## src/rtl/conv1x1_acc.sv

```systemverilog
// conv1x1_acc: multi-channel 1x1 convolution accumulator.
// Streams CIN channel beats per output pixel, sums x*w across them on top of
// a bias sampled on channel 0, and hands one result per pixel to a
// valid/ready output slot with backpressure.
module conv1x1_acc #(
  parameter int WIDTH = 16,
  parameter int CIN   = 4,
  parameter int ACC_W = 2*WIDTH + $clog2(CIN+1)
) (
  input  logic             clk,
  input  logic             rst_n,
  input  logic             flush,
  input  logic             in_valid,
  output logic             in_ready,
  input  logic [WIDTH-1:0] x,
  input  logic [WIDTH-1:0] w,
  input  logic [WIDTH-1:0] b,
  output logic [ACC_W-1:0] y,
  output logic             out_valid,
  input  logic             out_ready,
  output logic             busy
);

  // Counter is at least one bit wide so CIN==1 still elaborates cleanly;
  // in that case it simply stays at zero and every beat is a last beat.
  localparam int CNT_W = (CIN > 1) ? $clog2(CIN) : 1;
  localparam logic [CNT_W-1:0] LAST_CNT = CNT_W'(CIN - 1);

  logic [CNT_W-1:0] cnt_q, cnt_d;
  logic [ACC_W-1:0] acc_q, acc_d;
  logic [ACC_W-1:0] y_q, y_d;
  logic             out_valid_q, out_valid_d;

  logic             last_beat;
  logic             accept;
  logic [ACC_W-1:0] prod;
  logic [ACC_W-1:0] term;

  // Handshake and single-cycle multiply-add; ACC_W is wide enough that the
  // zero-extended sum can never overflow.
  always_comb begin
    last_beat = (cnt_q == LAST_CNT);
    in_ready  = !flush && !(last_beat && out_valid_q && !out_ready);
    accept    = in_valid && in_ready;
    prod      = ACC_W'(x) * ACC_W'(w);
    term      = ((cnt_q == '0) ? ACC_W'(b) : acc_q) + prod;
  end

  // Next-state: drain the output slot, then apply flush or an accepted beat.
  // A last beat landing in the same cycle as a drain refills the slot, so
  // out_valid stays high with no bubble.
  always_comb begin
    cnt_d       = cnt_q;
    acc_d       = acc_q;
    y_d         = y_q;
    out_valid_d = out_valid_q;

    if (out_valid_q && out_ready) begin
      out_valid_d = 1'b0;
    end

    if (flush) begin
      cnt_d = '0;
      acc_d = '0;
    end else if (accept) begin
      if (last_beat) begin
        y_d         = term;
        out_valid_d = 1'b1;
        cnt_d       = '0;
        acc_d       = '0;
      end else begin
        acc_d = term;
        cnt_d = cnt_q + CNT_W'(1);
      end
    end
  end

  // State registers with asynchronous active-low reset.
  always_ff @(posedge clk or negedge rst_n) begin
    if (!rst_n) begin
      cnt_q       <= '0;
      acc_q       <= '0;
      y_q         <= '0;
      out_valid_q <= 1'b0;
    end else begin
      cnt_q       <= cnt_d;
      acc_q       <= acc_d;
      y_q         <= y_d;
      out_valid_q <= out_valid_d;
    end
  end

  assign y         = y_q;
  assign out_valid = out_valid_q;
  assign busy      = (cnt_q != '0);

endmodule

```

## config.mk

```make
export PLATFORM = sky130hd
export DESIGN_NAME = conv1x1_acc
export DESIGN_NICKNAME = d
export VERILOG_FILES = /design/src/rtl/conv1x1_acc.sv
export SDC_FILE = /design/constraint.sdc
export NUM_CORES = 1
export LEC_CHECK = 0
export ABC_AREA = 1
export CAP_MARGIN = 5
export CORE_AREA = 5 5 202 243
export CTS_BUF_LIST = sky130_fd_sc_hd__clkbuf_4 sky130_fd_sc_hd__clkbuf_8 sky130_fd_sc_hd__clkbuf_16
export DETAILED_ROUTE_END_ITERATION = 8
export DIE_AREA = 0 0 207 248
export PLACE_DENSITY = 0.48
export RECOVER_POWER = 25
export SLEW_MARGIN = 20
export SYNTH_ARGS = -nofsm -noshare
export SYNTH_HDL_FRONTEND = slang
export SYNTH_SLANG_ARGS = --single-unit
```

## constraint.sdc

```tcl
create_clock -name clk -period 9.63 [get_ports clk]
set_clock_uncertainty 0.05 [all_clocks]
set_input_delay 2.889 -clock clk [delete_from_list [all_inputs] [get_ports clk]]
set_output_delay 2.889 -clock clk [all_outputs]
set_load 0.03 [all_outputs]
```

==> results.ini, run 1 <==
[sta]
fmax_mhz=114
slew_headroom_pct=-161
post-route-period-util_pct=90.8
tns_ps=0
tightest_slew_ps=3910
hold_viol_final=0
report.final.setup_viol=0
maxSlewViolCount=65
period_minus_slack_ps=8750
rsz0062_at_grt=false

[synth]
yosys-top-cells-count=620 x nand2_1, 576 x inv_1, 226 x fa_1
synthArstFlopShare_pct=100
synth_edf_count=0
synth_top_area_share_pct=33.0
synth.most_common_cell=nand2_1
synth.distinct_cells=33
ys.flop_type=dfrtp_1
syn_nets=2297
avgSynthCellArea_sq_um=7.19
synth_area_leader_cell=fa_1
seq_area_frac_synth_pct=13.3
yosysWarnings=0
synth-seq-cells=73
synth_area_leaders=fa_1 33%, nand2_1 17%, inv_1 16%
syn_inst=1908
synth.cell_area_sq_um=13700

[clock_network]
post_cts_buffers=0
path_clk_slew_ps=60
ctsHoldBuffers=0
cts_buffer_depth=2
root_buffer=clkbuf_16
htree_num_levels=3
cts_inserted_buffers=9
worstSkewPairLatency_ps=360
cts_sinks=73
cts_tree=done
cts_resized=0

[worst_setup_path]
cp-start-kind=primary input
required_ps=9850
crit_path_top_delay_cell=clkdlybuf4s50_1
cp_data_arrival_time_ps=8960
worst-path-buf-inv=6
critPathMaxFanout=16
cp-end-kind=flip-flop
slowest_delay_ps=970
path_class=in -> reg
cp_top_family=adder cells
crit_top_cell=fa_1
crit_chain=clkdlybuf4s50_1, nand2_1, fa_1, inv_1, fa_1, inv_1, fa_1, inv_1, fa_1, fa_1, inv_1, fa_1, inv_1, ha_1, nand2_1, nor2_1, and2_1, nand2_1, nand2_1, xor2_1, nand2_1, o21ai_1

[grt]
grt_usage_pct=15.5
grt_max_degree=65
grt_pass1_wl_um=64300
antenna_found_initial=0
grt-ovfl-total=0
grt_pass1_vias=11800

[final_layout]
final_area_sq_um=15500
num_antenna_cells=0
drive_gt1_share_pct=2.51
areaGrowthSynthToFinish_pct=13.4
fin_nets=2338

[routing]
drt_wl_total_um=38200
drcViolationCount=0
viasPerCell=4.24
drtPass1Iterations=5
routedWlPerCell_um=14.8
via_count=10900
drt_iter0_markers=476
drtAntennaViolNets=0

[placed_design]
port_buffers=90
dp_hpwl_um=32900
postPlaceCellArea_sq_um=15200
gp_congestion=0.850

[run_status]
violations=max-capacitance violations, max-slew violations
run_status=finished with violations

[floorplanning]
core_sq_um=46600
ios=91
dieHeight_um=248
fp-row-count=87
start_util_pct=29.4
die_x_um=207
dieArea_sq_um=51300

[worst_hold_path]
hold_class=reg -> reg

[flow_run]
cap_violations=1

## tightest hold or removal path, stage by stage, from the launching register on
cell     delay, ps
dfrtp_1        340
nand2_1         50
nand2_1         60
## layer usage
layer / up-vias / global-route usage [%] / wire (um)
met1: 5321 / 21.2 / 18000
li1: 5417 / - / -
met5: - / 0 / 0
met4: 0 / 3.73 / 738
met2: 168 / 26.7 / 18500
met3: 33 / 1.45 / 986
## final cells by class
| type | instances | area, sq um |
|---|---|---|
| clock buffer | 10 | 233 |
| clock inverter | 6 | 91.3 |
| fill | 5138 | 31000 |
| inverter | 583 | 2190 |
| multi-input combinational | 1170 | 9370 |
| sequential | 73 | 1830 |
| tap | 623 | 779 |
| timing repair buffer | 112 | 1060 |
## registers in the layout, summed over array words and instances (netlist names)
signal and count:
cnt_q 2, out_valid 1, y 35, acc_q 35
## placed cells by master (no fill, tap or decap), drive strengths merged
master           n
buf             21
o21bai           2
clkbuf          12
dfrtp           73
or2              2
o21ai           39
nand3           63
ha             110
clkdlybuf4s50   89
a21o             2
nand4            1
nand3b           3
bufinv           2
o22ai            6
nand2          622
clkinv           5
and3             1
mux2i            2
a21oi           18
xor2            14
nor3             3
inv            582
and2             2
nor2            54
fa             226
## through the flow
step	setup slack (ps)	hold WS, ps	cells	utilization [%]
after floorplan	1680	398	1908	-
after global placement	568	408	2561	32.7
after detailed placement	569	416	2561	32.7
after CTS	899	433	2577	33.4
after global routing	590	460	2577	33.4
final	884	433	2577	33.4
## path summary, 6_finish.rpt
check,start,end,slack (ps),cells after the start
max in group asynchronous,rst_n,acc_q[32],2930,2
min in group asynchronous,rst_n,acc_q[7],2470,1
worst min register to register,acc_q[34],acc_q[34],430,2
worst max register to register,cnt_q[0],acc_q[18],4030,23
worst min-delay path,acc_q[34],acc_q[34],430,2
worst max-delay path,x[6],acc_q[18],880,22
## kinds of logic after synthesis
family	after synthesis	share of synthesized area (%)
flops	73	13.3
compound gates	67	2.57
fa+ha+maj	336	43.0
buf+inv	665	18.4
simple gates	751	21.6
xor+xnor	14	0.894
mux	2	0.146
Power of run 1 is left out: the tool's default activity adds up to more than one toggle a clock period on the data nets, which glitch-free logic cannot reach.
==> run 2: changes to the inputs <==
Settings changed: CORE_AREA 5 5 202 243 to 5 5 142 171, CTS_CLUSTER_SIZE set to 14, DIE_AREA 0 0 207 248 to 0 0 147 176, PLACE_DENSITY 0.48 to 0.84.
==> run 2 against run 1 <==
  * The flow still finishes with violations (max-capacitance violations, max-slew violations)
  * Cell count down 14%
  * Maximum frequency down 0.32%
  * Global-route usage rose by 12 points
  * Flip-flop and latch count is the same
  * Clock-buffer cell count fell by 1
  * Register-to-register slack lost 200 ps
  * Utilization grew 34 points
  * Routed wire length fell by 12%
  * Setup slack lost 28 ps
  * Via count up 4.4%
  * Critical endpoint unchanged
==> results.ini, run 2 (synthesis results as in run 1) <==
[worst_setup_path]
path_class=in -> reg
cp_data_arrival_time_ps=8980
critPathMaxFanout=16
cp-end-kind=flip-flop
required_ps=9830
cp-start-kind=primary input

[floorplanning]
dieHeight_um=176
die_x_um=147
fp-row-count=60
ios=91
core_sq_um=22300
dieArea_sq_um=25900
start_util_pct=61.5

[placed_design]
dp_hpwl_um=27900
port_buffers=90
gp_congestion=0.944

[grt]
grt_usage_pct=27.7
grt_pass1_vias=12400
grt-ovfl-total=0
grt_pass1_wl_um=58700
grt_max_degree=74
antenna_found_initial=0

[run_status]
run_status=finished with violations
violations=max-capacitance violations, max-slew violations

[routing]
viasPerCell=5.15
drt_iter0_markers=901
via_count=11400
drtAntennaViolNets=0
drcViolationCount=0
routedWlPerCell_um=15.2
drtPass1Iterations=5
drt_wl_total_um=33700

[clock_network]
ctsHoldBuffers=0
cts_inserted_buffers=9
worstSkewPairLatency_ps=340
htree_num_levels=3
cts_sinks=73
post_cts_buffers=0
cts_tree=done
root_buffer=clkbuf_16
cts_resized=0
cts_buffer_depth=2
path_clk_slew_ps=60

[sta]
slew_headroom_pct=-179
report.final.setup_viol=0
maxSlewViolCount=74
tns_ps=0
rsz0062_at_grt=false
fmax_mhz=114
hold_viol_final=0
period_minus_slack_ps=8770
tightest_slew_ps=4190
post-route-period-util_pct=91.1

[final_layout]
mostFrequentLayoutCells=620 x nand2_1, 576 x inv_1, 226 x fa_1, 109 x ha_1, 89 x clkdlybuf4s50_1
final_common_cell=nand2_1
num_antenna_cells=0
drive_gt1_share_pct=1.81
fin_nets=2322
areaGrowthSynthToFinish_pct=9.20

[worst_hold_path]
hold_class=reg -> reg

[flow_run]
cap_violations=1

==> run 2: worst paths after layout <==
check,from,depth (start not counted),slack (ps),to
worst min-delay path,y[7],2,430,y[7]
max in group asynchronous,rst_n,1,3210,y[1]
worst max register to register,cnt_q[0],24,3830,y[25]
min in group asynchronous,rst_n,1,3960,y[31]
worst min register to register,y[7],2,430,y[7]
worst max-delay path,x[6],22,860,acc_q[18]
==> run 2: worst max-delay path, stage by stage <==
cell and delay, ps:
clkdlybuf4s50_1 1000, nand2_1 180, fa_1 550, inv_1 50, fa_1 490, inv_1 50, fa_1 530, inv_1 50
fa_1 500, fa_1 510, inv_1 50, fa_1 510, inv_1 50, ha_1 360, nand2_1 120, nor2_1 260
and2_1 170, nand2_1 60, nand2_1 160, xor2_1 250, nand2_1 90, o21ai_1 80
==> run 2: per-stage QoR <==
stage	hold WS (ps)	utilization, %	cell area, sq um	setup slack, ps	cells
6_report	431	67.1	15000	856	2217
5_1_grt	459	67.1	15000	568	2217
4_1_cts	431	67.2	15000	964	2217
3_5_place_dp	412	65.8	14700	631	2201
3_3_place_gp	409	65.8	14700	673	2201
2_1_floorplan	398	-	13700	1680	1908
==> run 2: final cells by class <==
type / count / area (sq um)
Tap cell: 279 / 349
Inverter: 583 / 2190
Multi-Input combinational cell: 1170 / 9370
Clock inverter: 7 / 77.6
Sequential cell: 73 / 1830
Timing Repair Buffer: 96 / 940
Fill cell: 1864 / 7320
Clock buffer: 9 / 225
==> run 2: routing by layer <==
metal	vias up	share of wire [%]	track usage (%)
li1	5394	-	-
met1	5489	42	36.1
met2	443	48	47.5
met3	96	6.1	4.16
met4	0	3.7	9.56
met5	-	0	0
Power of run 2 is left out for the same reason.
